$ cat config.mk
export PLATFORM = sky130hd
export DESIGN_NAME = ant_switch_multi
export DESIGN_NICKNAME = d
export VERILOG_FILES = /design/src/rtl/ant_switch_multi.sv
export SDC_FILE = /design/constraint.sdc
export NUM_CORES = 1
export LEC_CHECK = 0
export CORE_ASPECT_RATIO = 1.5
export CORE_MARGIN = 2
export CORE_UTILIZATION = 50
export DETAILED_ROUTE_END_ITERATION = 8
export PLACE_DENSITY = 0.8
export SYNTH_ARGS = -nofsm -noshare
export SYNTH_HDL_FRONTEND = slang
export SYNTH_SLANG_ARGS = --single-unit
$ cat constraint.sdc
create_clock -name clock -period 26.9 [get_ports clock]
set_input_delay 4.035 -clock clock [delete_from_list [all_inputs] [get_ports clock]]
set_output_delay 4.035 -clock clock [all_outputs]
set_load 0.005 [all_outputs]
$ cat src/rtl/ant_switch_multi.sv
// ant_switch_multi: N-antenna receive-diversity selector with RSSI hysteresis and a fixed collection window
module ant_switch_multi #(
  parameter int NUM_ANT       = 4,
  parameter int SEL_WIDTH     = 2,
  parameter int RSSI_WIDTH    = 11,
  parameter int PHASE_WIDTH   = 32,
  parameter int TIMEOUT_WIDTH = 4,
  parameter int HYST_HALF_DB  = 6
) (
  input  logic                           clock,
  input  logic                           reset_n,
  input  logic                           enable,
  input  logic [NUM_ANT-1:0]             preamble_det_bus,
  input  logic [NUM_ANT-1:0]             power_trigger_bus,
  input  logic [NUM_ANT*RSSI_WIDTH-1:0]  rssi_bus,
  input  logic [NUM_ANT*PHASE_WIDTH-1:0] phase_offset_bus,
  input  logic                           force_en,
  input  logic [SEL_WIDTH-1:0]           force_ant,
  output logic                           short_preamble_detected,
  output logic [SEL_WIDTH-1:0]           ant_select,
  output logic [PHASE_WIDTH-1:0]         phase_offset,
  output logic                           locked,
  output logic [3:0]                     switch_count
);
  localparam int NSEL = 2**SEL_WIDTH;
  typedef enum logic [1:0] {IDLE, COLLECT, LOCK} state_t;
  state_t                   state_q, state_d;
  logic [TIMEOUT_WIDTH-1:0] cnt_q, cnt_d;
  logic [SEL_WIDTH-1:0]     cand_q, cand_d, ant_select_q, ant_select_d;
  logic [PHASE_WIDTH-1:0]   cand_phase_q, cand_phase_d, phase_offset_q, phase_offset_d;
  logic [RSSI_WIDTH-1:0]    cand_rssi_q, cand_rssi_d;
  logic [3:0]               switch_count_q, switch_count_d;
  logic                     pulse_q, pulse_d, locked_q, locked_d;
  logic [NSEL-1:0]          pt_ext;
  logic [RSSI_WIDTH:0]      thresh;
  logic [NUM_ANT-1:0]       elig, chal;
  logic                     elig_any, chal_any;
  logic [SEL_WIDTH-1:0]     elig_idx, chal_idx;
  logic [RSSI_WIDTH-1:0]    elig_rssi, chal_rssi;
  logic [PHASE_WIDTH-1:0]   elig_phase, chal_phase;
  assign pt_ext = NSEL'(power_trigger_bus);
  assign thresh = {1'b0, cand_rssi_q} + (RSSI_WIDTH+1)'(HYST_HALF_DB);
  // Eligibility masks and strongest antenna of each set; ties resolve to the lowest index
  always_comb begin
    elig       = '0;
    chal       = '0;
    elig_any   = 1'b0;
    elig_idx   = '0;
    elig_rssi  = '0;
    elig_phase = '0;
    chal_any   = 1'b0;
    chal_idx   = '0;
    chal_rssi  = '0;
    chal_phase = '0;
    for (int i = 0; i < NUM_ANT; i++) begin
      elig[i] = preamble_det_bus[i] && (!force_en || force_ant == SEL_WIDTH'(i));
      chal[i] = elig[i] && cand_q != SEL_WIDTH'(i) &&
                {1'b0, rssi_bus[i*RSSI_WIDTH +: RSSI_WIDTH]} > thresh;
      if (elig[i] && (!elig_any || rssi_bus[i*RSSI_WIDTH +: RSSI_WIDTH] > elig_rssi)) begin
        elig_any   = 1'b1;
        elig_idx   = SEL_WIDTH'(i);
        elig_rssi  = rssi_bus[i*RSSI_WIDTH +: RSSI_WIDTH];
        elig_phase = phase_offset_bus[i*PHASE_WIDTH +: PHASE_WIDTH];
      end
      if (chal[i] && (!chal_any || rssi_bus[i*RSSI_WIDTH +: RSSI_WIDTH] > chal_rssi)) begin
        chal_any   = 1'b1;
        chal_idx   = SEL_WIDTH'(i);
        chal_rssi  = rssi_bus[i*RSSI_WIDTH +: RSSI_WIDTH];
        chal_phase = phase_offset_bus[i*PHASE_WIDTH +: PHASE_WIDTH];
      end
    end
  end
  // Next state: open a window on detect, replace the candidate on a clear win, lock at window end
  always_comb begin
    state_d        = state_q;
    cnt_d          = '0;
    cand_d         = cand_q;
    cand_phase_d   = cand_phase_q;
    cand_rssi_d    = cand_rssi_q;
    ant_select_d   = ant_select_q;
    phase_offset_d = phase_offset_q;
    switch_count_d = switch_count_q;
    if (!enable) state_d = IDLE;
    else case (state_q)
      IDLE: if (elig_any) begin
        state_d        = COLLECT;
        cand_d         = elig_idx;
        cand_phase_d   = elig_phase;
        cand_rssi_d    = elig_rssi;
        switch_count_d = '0;
      end
      COLLECT: if (!pt_ext[cand_q]) state_d = IDLE;
      else begin
        if (chal_any) begin
          cand_d         = chal_idx;
          cand_phase_d   = chal_phase;
          cand_rssi_d    = chal_rssi;
          switch_count_d = switch_count_q + {3'b0, switch_count_q != 4'hf};
        end
        if (cnt_q == '1) begin
          state_d        = LOCK;
          ant_select_d   = cand_d;
          phase_offset_d = cand_phase_d;
        end else cnt_d = cnt_q + 1'b1;
      end
      LOCK: if (!pt_ext[ant_select_q]) state_d = IDLE;
      default: state_d = IDLE;
    endcase
    pulse_d  = state_q == COLLECT && state_d == LOCK;
    locked_d = state_d == LOCK;
  end
  // State and registered outputs
  always_ff @(posedge clock or negedge reset_n) begin
    if (!reset_n) begin
      state_q        <= IDLE;
      cnt_q          <= '0;
      cand_q         <= '0;
      cand_phase_q   <= '0;
      cand_rssi_q    <= '0;
      ant_select_q   <= '0;
      phase_offset_q <= '0;
      switch_count_q <= '0;
      pulse_q        <= 1'b0;
      locked_q       <= 1'b0;
    end else begin
      state_q        <= state_d;
      cnt_q          <= cnt_d;
      cand_q         <= cand_d;
      cand_phase_q   <= cand_phase_d;
      cand_rssi_q    <= cand_rssi_d;
      ant_select_q   <= ant_select_d;
      phase_offset_q <= phase_offset_d;
      switch_count_q <= switch_count_d;
      pulse_q        <= pulse_d;
      locked_q       <= locked_d;
    end
  end
  assign short_preamble_detected = pulse_q;
  assign ant_select              = ant_select_q;
  assign phase_offset            = phase_offset_q;
  assign locked                  = locked_q;
  assign switch_count            = switch_count_q;
endmodule

---- Word level (Yosys, flattened, before mapping) ----
Cells that the tools add are included.
cells by class
  multiplexer cells ....................... 60
  reduce and logical (&&, ||, !) cells .... 43
  order comparisons ....................... 12
  $add $sub $neg .......................... 3
  eq/ne operators ......................... 14
operators by type and width
  cell                                                        count
  2-to-1 mux 32 bit                                           11
  2-to-1 mux 11 bit                                           11
  greater-than comparator 11 bit                              6
  case mux 32 bit (2 select lines)                            1
  greater-than comparator 11 x 12 -> 1 bit                    4
  2-to-1 mux 4 bit                                            7
  2-to-1 mux 2 bit                                            12
  case mux 11 bit (2 select lines)                            1
  logical AND 1 bit                                           19
  adder 11 x 3 -> 12 bit, second input constant               1
  2-to-1 mux 1 bit                                            12
  logical OR 1 bit                                            10
  != test 2 bit, second input constant                        5
  equality test 2 bit, second input constant                  4
  case mux 4 bit (2 select lines)                             1
  AND reduction 4 bit                                         2
  logical NOT 1 bit                                           7
  less-than comparator 2 x 3 -> 1 bit, second input constant  2
  case mux 2 bit (3 select lines)                             1
  AND reduction 5 bit                                         1
  adder 4 x 1 -> 4 bit                                        1
  adder 4 x 1 -> 4 bit, second input constant                 1
  binary-select mux 1 bit (select 2 bit)                      2
  equality test 2 x 1 -> 1 bit, second input constant         2
  6 further kinds                                             8
storage, ports and cells
  bits in registers ....................... 91
  logic and storage cells ................. 142
  input port bits ......................... 186

---- Depth between registers and ports, before layout ----
  depth after elaboration ................. 21
  mapped depth ............................ 50

---- Worst setup path after synthesis ----
Ideal clock, no wire load.
  path type ............................... input port to flip-flop
  start ................................... input port rssi_bus[3]
  end ..................................... register cand_phase_q[23]
  cell stages on the path ................. 43
  required time ........................... 26761 ps
  buffers on the path ..................... 6
  path slack .............................. 14985 ps
  data arrival time ....................... 11776 ps
  cell sequence ........................... ha_1 a21o_1 a21o_1 a2111oi_0 o22ai_1 a31o_2 and2_1 clkbuf_1 nand2_1 ha_1 a21oi_1 nor2b_1 a2111oi_0 a21oi_1 inv_1 o31a_1 buf_2 buf_2 [... 7 more ...] o21ai_0 and4_1 nor4_1 buf_2 a221o_1 nand2_1 ha_1 nor2b_1 o21a_1 o21a_1 o21bai_1 a21oi_1 a211o_1 o31ai_1 a211oi_2 clkbuf_1 a221oi_1 o211ai_1
between the ends
  longest elaborated chain between the ends .. 18
  elaborated cells between the ends (all ways) .. 51
  classes of those cells .................. order compare: 7; eq/ne: 1; mux: 24; reduce/logical: 19
ends and longest elaborated chain
  item                                                                        RTL line  RTL
  start: declaration                                                          15        input logic [NUM_ANT*RSSI_WIDTH-1:0] rssi_bus,
  greater-than comparator 11 x 12 -> 1 bit                                    58        {1'b0, rssi_bus[i*RSSI_WIDTH +: RSSI_WIDTH]} > thresh;
  logical AND 1 bit                                                           57        chal[i] = elig[i] && cand_q != SEL_WIDTH'(i) &&
  2-to-1 mux 11 bit / 2-to-1 mux 1 bit (equally long branches)                65        if (chal[i] && (!chal_any || rssi_bus[i*RSSI_WIDTH +: RSSI_WIDTH] > chal_rssi)) begin
  greater-than comparator 11 bit / logical NOT 1 bit (equally long branches)  65
  logical OR 1 bit                                                            65
  logical AND 1 bit                                                           65
  2-to-1 mux 11 bit / 2-to-1 mux 1 bit (equally long branches)                65
  greater-than comparator 11 bit / logical NOT 1 bit (equally long branches)  65
  [... 2 more ...]                                                            --
  2-to-1 mux 11 bit / 2-to-1 mux 1 bit (equally long branches)                65
  greater-than comparator 11 bit / logical NOT 1 bit (equally long branches)  65
  logical OR 1 bit                                                            65
  logical AND 1 bit                                                           65
  2-to-1 mux 32 bit / 2-to-1 mux 1 bit (equally long branches)                65
  2-to-1 mux 32 bit                                                           94        if (chal_any) begin
  2-to-1 mux 32 bit                                                           92        COLLECT: if (!pt_ext[cand_q]) state_d = IDLE;
  case mux 32 bit (2 select lines)                                            84        else case (state_q)
  end signal: assignment                                                      129       cand_phase_q <= cand_phase_d;
  end: declaration                                                            30        logic [PHASE_WIDTH-1:0] cand_phase_q, cand_phase_d, phase_offset_q, phase_offset_d;
Several ways; a longest one is shown, not always the timed one. The select of a mux whose other input is x is not followed.
A chain may end at the register's enable or synchronous reset.

---- Final worst setup path ----
  start ................................... input port rssi_bus[3]
  end ..................................... register cand_phase_q[31]
Same word-level chain as after synthesis.

==> results.tsv <==
metric	value	unit
status	finished clean	
pwr-share-comb	62.3	%
pwr-share-seq	23.3	%
maxCapViolations	0	
leakage	5.01	nW
cp_slowest_cell	o31ai_1	
layout_setup_ws	13.51	ns
drv_slew	0	
finalPower	882	uW
layout.nets	1624	
clkPwrFrac	14.4	%
worst_pin_slew	1.14	ns
insertion_delay	0.35	ns
yosys-top-cells-area	dfrtp_1 (24%), ha_1 (13%), a221oi_1 (8.5%)	
start_util	50.7	%
antennaDiodeCount	0	
fin_crit_sh	49.8	%
synth_edf_count	0	
ios	226	
die_w	118	um
cp-start-kind	input port	
drive_gt1_share	5.52	%
viasPerCell	6.86	
postCtsResizedCells	0	
grt_max_degree	59	
num_vias	10942	
holdWs	0.490	ns
max_stage_delay	0.96	ns
critPathMaxFanout	33	
place_inst	1580	
cts_made_buffers	9	
drt_first_iter_violations	962	
yosysSeqAreaShare	23.5	%
p_switching	423	uW
hold_buffers	0	
stdcell_count	1596	
synth_most_common_cell	nand2_1	
areaGrowthSynthToFinish	28.2	%
wl_per_cell	24.2	um
grt_usage	37.1	%
setup_viol	0	
worstPathRequired	27.09	ns
p_int	459	uW
crit_type	in -> reg	
syn_area	9680	sq um
synth_cell_types	77	
rsz0062_at_grt	false	
drc_errors	0	
cp-end-kind	flop	
arrival	13.58	ns
wl	38.6	mm
yosysTopAreaCell	dfrtp_1	
cts_tree	yes	
dp_worst_setup_slack	13.33	ns
ys_seq_elements	91	
ir_worst_vdd	41.5	uV
core.rowCount	62	
clk_path_buf_depth	2	
grt_pass1_wl	60.1	mm
grt_pass1_vias	11005	
setup_tns	0	ns
overflow	0	
clock-sinks	91	
p_per_area	71.1	nW/um^2
fp.coreArea	19100	sq um
synthFlopType	dfrtp_1	
async_reset_ff_share	100	%
synthCells	1158	
clock.fmax	0.0747	GHz
fin_skew	0.0126	ns
p_sw_share	48.0	%
hold_path.class	reg -> reg	
synthTopCellsByCount	nand2_1 (133), ha_1 (103), a221oi_1 (94)	
yosysWarningCount	0	
clkTransAtPathRegs	0.07	ns
firstDrtPassIters	5	
antenna_found_initial	0	
hpwlAfterDp	27.9	mm
crit_buf_inv	4	
postSynthAreaPerCell	8.36	sq um
drtAntennaViolNets	0	
synth_top_area_share	23.5	%
crit_family	compound AO/OA/AOI/OAI gates	
die_area	20500	sq um
root_buffer	clkbuf_16	
min_period	13.39	ns
io_buffers	225	
syn_nets	1447	
place.gp.congestion	0.996	
slew_headroom	23.0	%
die_h	174	um
post-cts-setup-buffers	0	
hold_viol_final	0	
htreeDepth	3	
==> final timing paths <==
kind / start / to / slack, ns / cells after the start
setup / recovery: rssi_bus[3] / cand_phase_q[31] / 13.51 / 35
setup reg to reg: cand_rssi_q[1] / cand_phase_q[31] / 16.24 / 38
hold / removal: cnt_q[0] / cnt_q[0] / 0.49 / 1
hold reg to reg: cnt_q[0] / cnt_q[0] / 0.49 / 1
max in group asynchronous: reset_n / phase_offset[24] / 22.13 / 2
min in group asynchronous: reset_n / cand_phase_q[2] / 3.63 / 1
==> power by group through the flow <==
stage          combinational [mW]  sequential, mW  clock, mW
2_1_floorplan               0.382           0.190          0
3_3_place_gp                0.529           0.206          0
3_5_place_dp                0.537           0.207          0
4_1_cts                     0.539           0.204      0.128
5_1_grt                     0.596           0.209      0.133
6_report                    0.550           0.205      0.127
==> through the flow <==
stage,cell area (sq um),util (%)
floorplan,9680,-
global placement,12100,63.5
detailed placement,12100,63.5
CTS,12400,65.0
global route,12400,65.0
finish,12400,65.0
==> registers in the layout, summed over array words and instances (netlist names) <==
signal                   flops
ant_select                   2
cand_phase_q                32
cand_q                       2
cand_rssi_q                 11
cnt_q                        4
locked                       1
phase_offset                32
short_preamble_detected      1
state_q                      2
switch_count                 4
==> cell families after synthesis <==
logic type                 Yosys count  share of synthesized area, %
AOI/OAI and AO/OA                  457                          35.4
xor gates and xnor gates            17                          1.76
adders and majority gates          104                          13.4
buffers and inverters              115                          5.16
DFF                                 91                          23.5
muxes                               44                          4.88
and+or+nand+nor                    330                          15.9
==> worst reg2reg max path: cells and delay by family (launching register included) <==
family,cells,cell delay [ns]
AOI/OAI and AO/OA,19,5.26
and+or+nand+nor,10,2.14
buffers and inverters,4,1.09
adders and majority gates,4,1.02
DFF,1,0.56
muxes,1,0.40
==> layer usage <==
metal	vias to the layer above	GRT usage, %	share of wire (%)
met5	-	0	0
met3	155	5.28	7.0
met1	5233	40.9	35
li1	4905	-	-
met4	0	26.0	7.8
met2	649	65.2	50
==> layout by cell type (no fill, tap or decap), types with 5 or more instances in the layout <==
cell type        instances
a211o_1                  5
nor2_1                  62
o21ai_0                 70
o2bb2ai_1                9
clkdlybuf4s50_1        224
nand3_1                 15
o211ai_1                42
a221oi_1                94
clkbuf_16                9
mux2i_1                 40
nand4_1                 17
o21ai_1                 34
inv_1                   30
and3_1                   8
nor2b_1                 12
a211oi_1                11
a21oi_1                 35
a221o_1                 11
a21o_1                  17
o21a_1                  13
xnor2_1                  7
nor3_1                  38
o31ai_1                 13
xor2_1                   8
ha_1                   103
nand2_1                133
a211oi_2                 6
a22oi_1                 10
a2111oi_0                5
dfrtp_1                 91
buf_4                   25
a22o_1                  35
and2_1                  12
nand2b_1                14
==> final cells by class <==
| type | instances | area (sq um) |
|---|---|---|
| Fill cell | 1732 | 6680 |
| Timing Repair Buffer | 249 | 2430 |
| Tap cell | 256 | 320 |
| Sequential cell | 91 | 2280 |
| Multi-Input combinational cell | 952 | 6960 |
| Clock inverter | 5 | 42.5 |
| Inverter | 32 | 123 |
| Clock buffer | 11 | 253 |
No activity file was read; power rests on OpenSTA's default activity.
